## src/rtl/instruction_utils_pkg.sv

```systemverilog
// Shared RV32I instruction encoding and LSU state type.
// Helpers classify memory ops and detect misaligned accesses.
package instruction_utils;

    typedef enum logic [5:0] {
        InstrLui, InstrAuipc, InstrJal, InstrJalr,
        InstrBeq, InstrBne, InstrBlt, InstrBge, InstrBltu, InstrBgeu,
        InstrLb, InstrLh, InstrLw, InstrLbu, InstrLhu,
        InstrSb, InstrSh, InstrSw,
        InstrAddi, InstrSlti, InstrSltiu, InstrXori, InstrOri, InstrAndi,
        InstrSlli, InstrSrli, InstrSrai,
        InstrAdd, InstrSub, InstrSll, InstrSlt, InstrSltu, InstrXor,
        InstrSrl, InstrSra, InstrOr, InstrAnd,
        InstrFence, InstrEcall, InstrEbreak
    } rv32i_instr_e;

    typedef enum logic [1:0] {
        LsuIdle,
        LsuMem,
        LsuResp
    } lsu_state_e;

    function automatic logic is_load(input rv32i_instr_e i);
        return i inside {InstrLb, InstrLh, InstrLw, InstrLbu, InstrLhu};
    endfunction

    function automatic logic is_store(input rv32i_instr_e i);
        return i inside {InstrSb, InstrSh, InstrSw};
    endfunction

    function automatic logic is_misaligned(input rv32i_instr_e i, input logic [1:0] a);
        logic mis;
        case (i)
            InstrLh, InstrLhu, InstrSh: mis = a[0];
            InstrLw, InstrSw:           mis = (a != 2'b00);
            default:                    mis = 1'b0;
        endcase
        return mis;
    endfunction

endpackage

```

## src/rtl/lsu_align.sv

```systemverilog
// Load lane selection and sign/zero extension of a memory read word.
// Produces zero for anything that is not a load.
module lsu_align
    import instruction_utils::*;
(
    input  rv32i_instr_e instr,
    input  logic [1:0]   addr_lo,
    input  logic [31:0]  rdata,
    output logic [31:0]  data
);

    logic [7:0]  byte_sel;
    logic [15:0] half_sel;

    always_comb begin
        unique case (addr_lo)
            2'd0: byte_sel = rdata[7:0];
            2'd1: byte_sel = rdata[15:8];
            2'd2: byte_sel = rdata[23:16];
            2'd3: byte_sel = rdata[31:24];
            default: byte_sel = rdata[7:0];
        endcase
        half_sel = addr_lo[1] ? rdata[31:16] : rdata[15:0];

        case (instr)
            InstrLb:  data = {{24{byte_sel[7]}}, byte_sel};
            InstrLbu: data = {24'd0, byte_sel};
            InstrLh:  data = {{16{half_sel[15]}}, half_sel};
            InstrLhu: data = {16'd0, half_sel};
            InstrLw:  data = rdata;
            default:  data = 32'd0;
        endcase
    end

endmodule

```

## src/rtl/lsu.sv

```systemverilog
// Single-outstanding load/store unit between execute stage and data memory.
// Misaligned and non-memory ops bypass the memory and complete with done.
module lsu
    import instruction_utils::*;
(
    input  logic         clk,
    input  logic         rst_n,
    input  logic         req_valid,
    output logic         req_ready,
    input  rv32i_instr_e instr,
    input  logic [31:0]  addr,
    input  logic [31:0]  store_data,
    output logic         done,
    output logic [31:0]  load_data,
    output logic         misaligned,
    output logic         mem_req,
    output logic         mem_we,
    output logic [31:0]  mem_addr,
    output logic [31:0]  mem_wdata,
    output logic [3:0]   mem_wstrb,
    input  logic         mem_ready,
    input  logic [31:0]  mem_rdata
);

    lsu_state_e   state_q;
    rv32i_instr_e instr_q;
    logic [31:0]  addr_q;
    logic [31:0]  store_data_q;
    logic         mis_pend_q;
    logic         done_q;
    logic         misaligned_q;
    logic [31:0]  load_data_q;
    logic [31:0]  align_data;

    lsu_align u_align (
        .instr   (instr_q),
        .addr_lo (addr_q[1:0]),
        .rdata   (mem_rdata),
        .data    (align_data)
    );

    // Bypassed ops spend two cycles in RESP so they never complete faster
    // than a zero-wait memory access: first cycle arms done_q, second pulses it.
    always_ff @(posedge clk) begin
        if (!rst_n) begin
            state_q      <= LsuIdle;
            instr_q      <= InstrLui;
            addr_q       <= 32'd0;
            store_data_q <= 32'd0;
            mis_pend_q   <= 1'b0;
            done_q       <= 1'b0;
            misaligned_q <= 1'b0;
            load_data_q  <= 32'd0;
        end else begin
            unique case (state_q)
                LsuIdle: begin
                    if (req_valid) begin
                        instr_q      <= instr;
                        addr_q       <= addr;
                        store_data_q <= store_data;
                        mis_pend_q   <= is_misaligned(instr, addr[1:0]);
                        load_data_q  <= 32'd0;
                        if ((is_load(instr) || is_store(instr)) &&
                            !is_misaligned(instr, addr[1:0])) begin
                            state_q <= LsuMem;
                        end else begin
                            state_q <= LsuResp;
                        end
                    end
                end
                LsuMem: begin
                    if (mem_ready) begin
                        state_q     <= LsuResp;
                        done_q      <= 1'b1;
                        load_data_q <= align_data;
                    end
                end
                LsuResp: begin
                    if (done_q) begin
                        state_q      <= LsuIdle;
                        done_q       <= 1'b0;
                        misaligned_q <= 1'b0;
                        load_data_q  <= 32'd0;
                        mis_pend_q   <= 1'b0;
                    end else begin
                        done_q       <= 1'b1;
                        misaligned_q <= mis_pend_q;
                    end
                end
                default: state_q <= LsuIdle;
            endcase
        end
    end

    assign req_ready  = (state_q == LsuIdle);
    assign done       = done_q;
    assign misaligned = misaligned_q;
    assign load_data  = load_data_q;
    assign mem_req    = (state_q == LsuMem);
    assign mem_we     = mem_req && is_store(instr_q);
    assign mem_addr   = mem_req ? {addr_q[31:2], 2'b00} : 32'd0;

    always_comb begin
        mem_wstrb = 4'b0000;
        mem_wdata = 32'd0;
        if (mem_req) begin
            case (instr_q)
                InstrSb: begin
                    mem_wstrb = 4'b0001 << addr_q[1:0];
                    mem_wdata = {4{store_data_q[7:0]}};
                end
                InstrSh: begin
                    mem_wstrb = 4'b0011 << addr_q[1:0];
                    mem_wdata = {2{store_data_q[15:0]}};
                end
                InstrSw: begin
                    mem_wstrb = 4'b1111;
                    mem_wdata = store_data_q;
                end
                default: ;
            endcase
        end
    end

endmodule

```

## config.mk

```make
export PLATFORM = sky130hd
export DESIGN_NAME = lsu
export DESIGN_NICKNAME = d
export VERILOG_FILES = /design/src/rtl/instruction_utils_pkg.sv /design/src/rtl/lsu_align.sv /design/src/rtl/lsu.sv
export SDC_FILE = /design/constraint.sdc
export NUM_CORES = 1
export LEC_CHECK = 0
export BUFFER_PORTS_ARGS = -buffer_cell sky130_fd_sc_hd__buf_4
export CAP_MARGIN = 20
export CELL_PAD_IN_SITES_DETAIL_PLACEMENT = 2
export CELL_PAD_IN_SITES_GLOBAL_PLACEMENT = 2
export CORE_MARGIN = 10
export CORE_UTILIZATION = 30
export CTS_BUF_LIST = sky130_fd_sc_hd__clkbuf_16
export DETAILED_ROUTE_END_ITERATION = 7
export PLACE_DENSITY = 0.94
export SKIP_CTS_REPAIR_TIMING = 1
export SKIP_LAST_GASP = 1
export SYNTH_ARGS = -nofsm -noshare
export SYNTH_HDL_FRONTEND = slang
export SYNTH_SLANG_ARGS = --single-unit
```

## constraint.sdc

```tcl
create_clock -name clk -period 5.3 [get_ports clk]
set_input_delay 1.06 -clock clk [delete_from_list [all_inputs] [get_ports clk]]
set_output_delay 1.06 -clock clk [all_outputs]
set_load 0.05 [all_outputs]
```

After elaboration in Yosys (flattened, before gate mapping)
Index checks and enable logic that the tools add are counted.
{"block": "word_totals", "input_bits": 106, "word_cells": 80, "out_inout_bits": 105, "register_bits": 107}
{"block": "classes", "n_reduce_logical": 20, "n_mux": 26, "n_eq_ne": 24, "n_shift": 2}
{"cell": "32-bit case mux with 3 select lines", "n": 2}
{"cell": "32-bit 2-to-1 mux", "n": 5}
{"cell": "32-bit case mux with 5 select lines", "n": 1}
{"cell": "6-bit by 4-bit equality test with 1-bit output (second input constant)", "n": 12}
{"cell": "8-bit case mux with 4 select lines", "n": 1}
{"cell": "6-bit by 5-bit equality test with 1-bit output (second input constant)", "n": 4}
{"cell": "16-bit 2-to-1 mux", "n": 1}
{"cell": "4-bit case mux with 3 select lines", "n": 1}
{"cell": "3-bit nonzero test", "n": 3}
{"cell": "2-bit 2-to-1 mux", "n": 4}
{"cell": "2-bit equality test (second input constant)", "n": 3}
{"cell": "1-bit 2-to-1 mux", "n": 6}
{"cell": "1-bit case mux with 2 select lines", "n": 3}
{"cell": "2-bit case mux with 3 select lines", "n": 1}
{"cell": "2-bit AND reduction", "n": 3}
{"cell": "2-bit nonzero test", "n": 3}
{"cell": "5-bit nonzero test", "n": 1}
{"cell": "2-bit by 1-bit equality test with 1-bit output (second input constant)", "n": 2}
{"cell": "2-bit zero test", "n": 2}
{"cell": "4-bit 2-to-1 mux", "n": 1}
{"cell": "2-bit != test (second input constant)", "n": 2}
{"cell": "4-bit AND reduction", "n": 1}
{"cell": "1-bit by 2-bit << shifter with 4-bit output (first input constant)", "n": 1}
{"cell": "2-bit by 2-bit << shifter with 4-bit output (first input constant)", "n": 1}
{"cell": "7 further kinds", "n": 8}

Longest topological paths before layout
{"block": "logic_depth", "word_depth": 11, "depth_mapped": 8, "ltp_nobuf": 5}

By module
From an unflattened synthesis, not the netlist that was laid out.
{"block": "hier_totals", "cells_unflattened": 687, "area_unflattened_um2": 5768.0}
{"module": "lsu", "seq_area_each_um2": 2142.1, "instances": 1, "cells_per_inst": 583, "area_per_inst_um2": 4823.4}
{"module": "lsu_align", "seq_area_each_um2": 0.0, "instances": 1, "cells_per_inst": 104, "area_per_inst_um2": 944.7}

Worst setup path before layout
Ideal clock, no wire load.
{"block": "synth_path", "path_type": "register to output", "from": "reg instr_q[1]", "to": "out mem_wstrb[2]", "n_path_buf": 2, "path_slack_ns": 2.129, "stages_incl_launch_ff": 7, "t_arrival_ns": 2.111, "path_cell_list": "dfxtp_1 -> buf_6 -> nor4b_4 -> nor3b_4 -> buf_6 -> nand3b_1 -> a31oi_1"}
{"block": "synth_between", "elab_chain_cells": 3}
{"item": "start: declaration", "line": "lsu.sv:26", "source": "rv32i_instr_e instr_q;"}
{"item": "start signal: assignment", "line": "lsu.sv:47", "source": "instr_q <= InstrLui;"}
{"item": "start signal: assignment", "line": "lsu.sv:58", "source": "instr_q <= instr;"}
{"item": "6-bit by 5-bit equality test with 1-bit output / 6-bit by 4-bit equality test with 1-bit output (equally long branches)", "line": "lsu.sv:107", "source": "case (instr_q)"}
{"item": "4-bit case mux with 3 select lines (*)", "line": "lsu.sv:107"}
{"item": "4-bit 2-to-1 mux (*)", "line": "lsu.sv:106", "source": "if (mem_req) begin"}
{"item": "end: declaration", "line": "lsu.sv:20", "source": "output logic [3:0] mem_wstrb,"}
Every way passes the cells marked *; elsewhere a longest branch is shown, timed or not.

Final worst setup path
{"block": "layout_path", "from": "reg instr_q[2]", "to": "out mem_wdata[1]"}
{"block": "layout_between", "elab_chain_cells": 3}
{"item": "6-bit by 5-bit equality test with 1-bit output / 6-bit by 4-bit equality test with 1-bit output (equally long branches)", "line": "lsu.sv:107"}
{"item": "32-bit case mux with 3 select lines (*)", "line": "lsu.sv:107"}
{"item": "32-bit 2-to-1 mux (*)", "line": "lsu.sv:106"}
{"item": "end: declaration", "line": "lsu.sv:19", "source": "output logic [31:0] mem_wdata,"}
Marked as above.

==> results.md <==
* Pwr/cell area at 253 nW/um^2
* Rows at 49
* Setup slack, reg-to-reg at around 2.8 ns
* Cell Chain, Critical Path: nor4b_4 -> and3b_1 -> o31ai_4 -> inv_2 -> and2_1 -> buf_4
* Setup_tns at 0 ns
* Post-synth EDFFs at 0
* Worst setup path start: instr_q[2]$_SDFFE_PN0P_
* CTS root buf: clkbuf_16
* RSZ-0062 raised after global routing: false
* CTS tree: done
* Synth top area share at between 30% and 40%
* Critical Path Max Stage Delay at about 0.76 ns
* Final setup violation count at 0
* Detailed Place HPWL at about 17000 um
* Register-to-Register Path Depth at 4
* Netlist cell types at between 60 and 70
* Tmin final at between 3 and 4 ns
* Ys flop type: dfxtp_1
* DRT antenna net count at 0
* Kind of critical path: flop to output pin
* Fin. Hold Viols at 0
* Critical R2R Capture: load_data[13]$_SDFFE_PN0P_
* Largest net degree at the start of global routing at around 80
* Final Cycle Share at 73.8%
* Area growth syn-to-layout at 34.0%
* Maxcap violations at 0
* Critical Path End: mem_wdata[1]
* Reg2reg start: addr_q[1]$_SDFFE_PN0P_
* CP required at 4.24 ns
* IO Pins at 211
* Share of cells above drive strength 1 at a little under a third
* Die Ht at 156 um
* First-pass GRT wire length at approximately 35000 um
* Number of global-route vias before repair at 6087
* Final nets at between 900 and 1000
* Warnings, synthesis at 0
* Mapped Avg Cell Area at about 8.3 sq um
* Worst EP arrival at 2.85 ns
* Clock buffer depth at 2
* Initial antenna violation count at 1
* DRC Markers at 0
* Critical path's slowest cell: o31ai_4
* Worst-skew pair later-pin latency at approximately 0.35 ns
* Most area-hungry cell type in the Yosys netlist: dfxtp_1
* Static Leak at 0.00298 uW
* Clock transition at path regs at about 0.07 ns
* IR drop worst, VDD at roughly 0.00018 V
* Max FO, Critical Path at 17
* Worst slew margin at 32.0%
* GRT overflow at 0
* Crit. End Element: output pin
* Part of the Yosys area used for sequential elements at about two fifths
* CTS Sinks at about 110
* Post-DR wirelength/cell at between 20 and 25 um
* Die ar. at 24400 sq um
* Max frequency at around 260 MHz
* Mapped Cells at between 600 and 700
* Core area at about 18000 sq um
* Filler cell count at 2061
* Die Width at about 160 um
* Tot Pwr at around 1900 uW
* Setup Skew at about 0.0050 ns
* Via count at ~5600
* Status: completed
* Initial core utilization at ~30%
* Top area cells in the synthesized netlist: dfxtp_1 (38%), nand2_1 (13%), a21boi_1 (4.8%)
* Gr usage total at a little under a fifth
* Drt total wl at around 23000 um
* Drt pass-1 iters at 5
* Commonest cells post-synth: nand2_1 (188), dfxtp_1 (107), and2_1 (41), a21boi_1 (36), a21boi_0 (35)
* IO Port Bufs at roughly 210
* Flip-flop and latch count after synthesis at 107
* Final Slew Violations at 0
* Clock buffer count from CTS at 9
* H-tree Lvls at 3
* RD Place Congestion at about 0.80
* Drt first-iter violations at 205
* DR vias/cell at 5.23
* CP Launch Type: flop
* Most frequent cell after synthesis: nand2_1
* Synth async-reset ratio at 0%
* Worst slew pin tran at 1.02 ns
* Worst min path class: flop to flop
* Post-synthesis cell area at about 5600 sq um
power breakdown:
part	switching [uW]	internal [uW]	total (uW)
combinational	143	126	269
clock	325	413	738
sequential	42.9	842	885
total	511	1380	1890
cells in the final DEF, fill, tap and decap left out, types with 3 or more instances in the layout:
master	instances
nand2b_1	4
mux2_2	5
a21boi_0	35
a32oi_1	3
buf_4	212
a21oi_1	26
nand4bb_1	3
mux2i_1	4
a31oi_1	3
a2bb2oi_1	16
o211ai_1	22
and2_1	40
a22oi_1	13
mux4_2	5
nand2_1	188
nor3_1	3
a21boi_1	36
nand4_1	3
diode_2	3
dfxtp_1	107
nand3b_1	4
a22o_1	8
o21ai_0	5
nor2_1	8
a221oi_1	5
clkbuf_16	9
inv_1	4
o21ai_1	21
routing by layer:
layer	vias to the layer above	global-route usage, %	routed length, um
met1	2742	20.0	9200
met2	186	30.9	11000
li1	2670	-	-
met4	0	4.99	316
met5	-	0	0
met3	16	8.50	2500
how the worst min path moves through the flow:
stage | startpoint | end | slack (ns) | cells past startpoint
floorplan | mis_pend_q$_SDFFE_PN0P_ | mis_pend_q$_SDFFE_PN0P_ | 0.43 | 2
global placement | load_data[31]$_SDFFE_PN0P_ | load_data[31]$_SDFFE_PN0P_ | 0.43 | 2
detailed placement | load_data[19]$_SDFFE_PN0P_ | load_data[19]$_SDFFE_PN0P_ | 0.45 | 2
CTS | load_data[19]$_SDFFE_PN0P_ | load_data[19]$_SDFFE_PN0P_ | 0.46 | 2
global route | load_data[11]$_SDFFE_PN0P_ | load_data[11]$_SDFFE_PN0P_ | 0.48 | 2
finish | load_data[28]$_SDFFE_PN0P_ | load_data[28]$_SDFFE_PN0P_ | 0.46 | 2
through the flow:
step	utilization, %	hold WS (ns)	worst slack, ns	cells	area [sq um]
3_3_place_gp	39.3	0.435	1.88	1054	7130
6_report	41.2	0.456	1.39	1074	7470
4_1_cts	41.0	0.458	1.39	1070	7450
5_1_grt	41.1	0.479	1.16	1071	7460
2_1_floorplan	-	0.430	2.13	672	5580
3_5_place_dp	39.3	0.447	1.79	1054	7130
layout make-up:
type	count	area [sq um]	share of cell area, %
clock inverters	7	92.6	1.24
repair buffers	213	1610	21.5
flip-flops and latches	107	2140	28.7
well taps	229	287	3.84
diodes	3	7.51	0.101
inverters	5	18.8	0.251
multi-input cells	501	3090	41.4
clock buffers	9	225	3.02
state kept, by name, summed over array words and instances (netlist names):
signal and cells:
load_data 32, done 1, instr_q 6, mis_pend_q 1, state_q 2, addr_q 32
store_data_q 32, misaligned 1
logic make-up after synthesis:
logic type | after synthesis | share of synthesized area [%]
AND/OR/NAND/NOR | 276 | 23.8
AO/OA/AOI/OAI | 206 | 26.8
other | 1 | 0.0673
XOR/XNOR | 1 | 0.292
flip-flops | 107 | 38.4
buffers and inverters | 64 | 6.20
multiplexers | 16 | 4.42
worst max-delay path: cells and delay by family, from the launching register on:
family,cells,cell delay [ns]
compound gates,1,0.76
buf+inv,2,0.36
flops,1,0.61
simple gates,3,0.76
(Power assumes the default switching activity.)
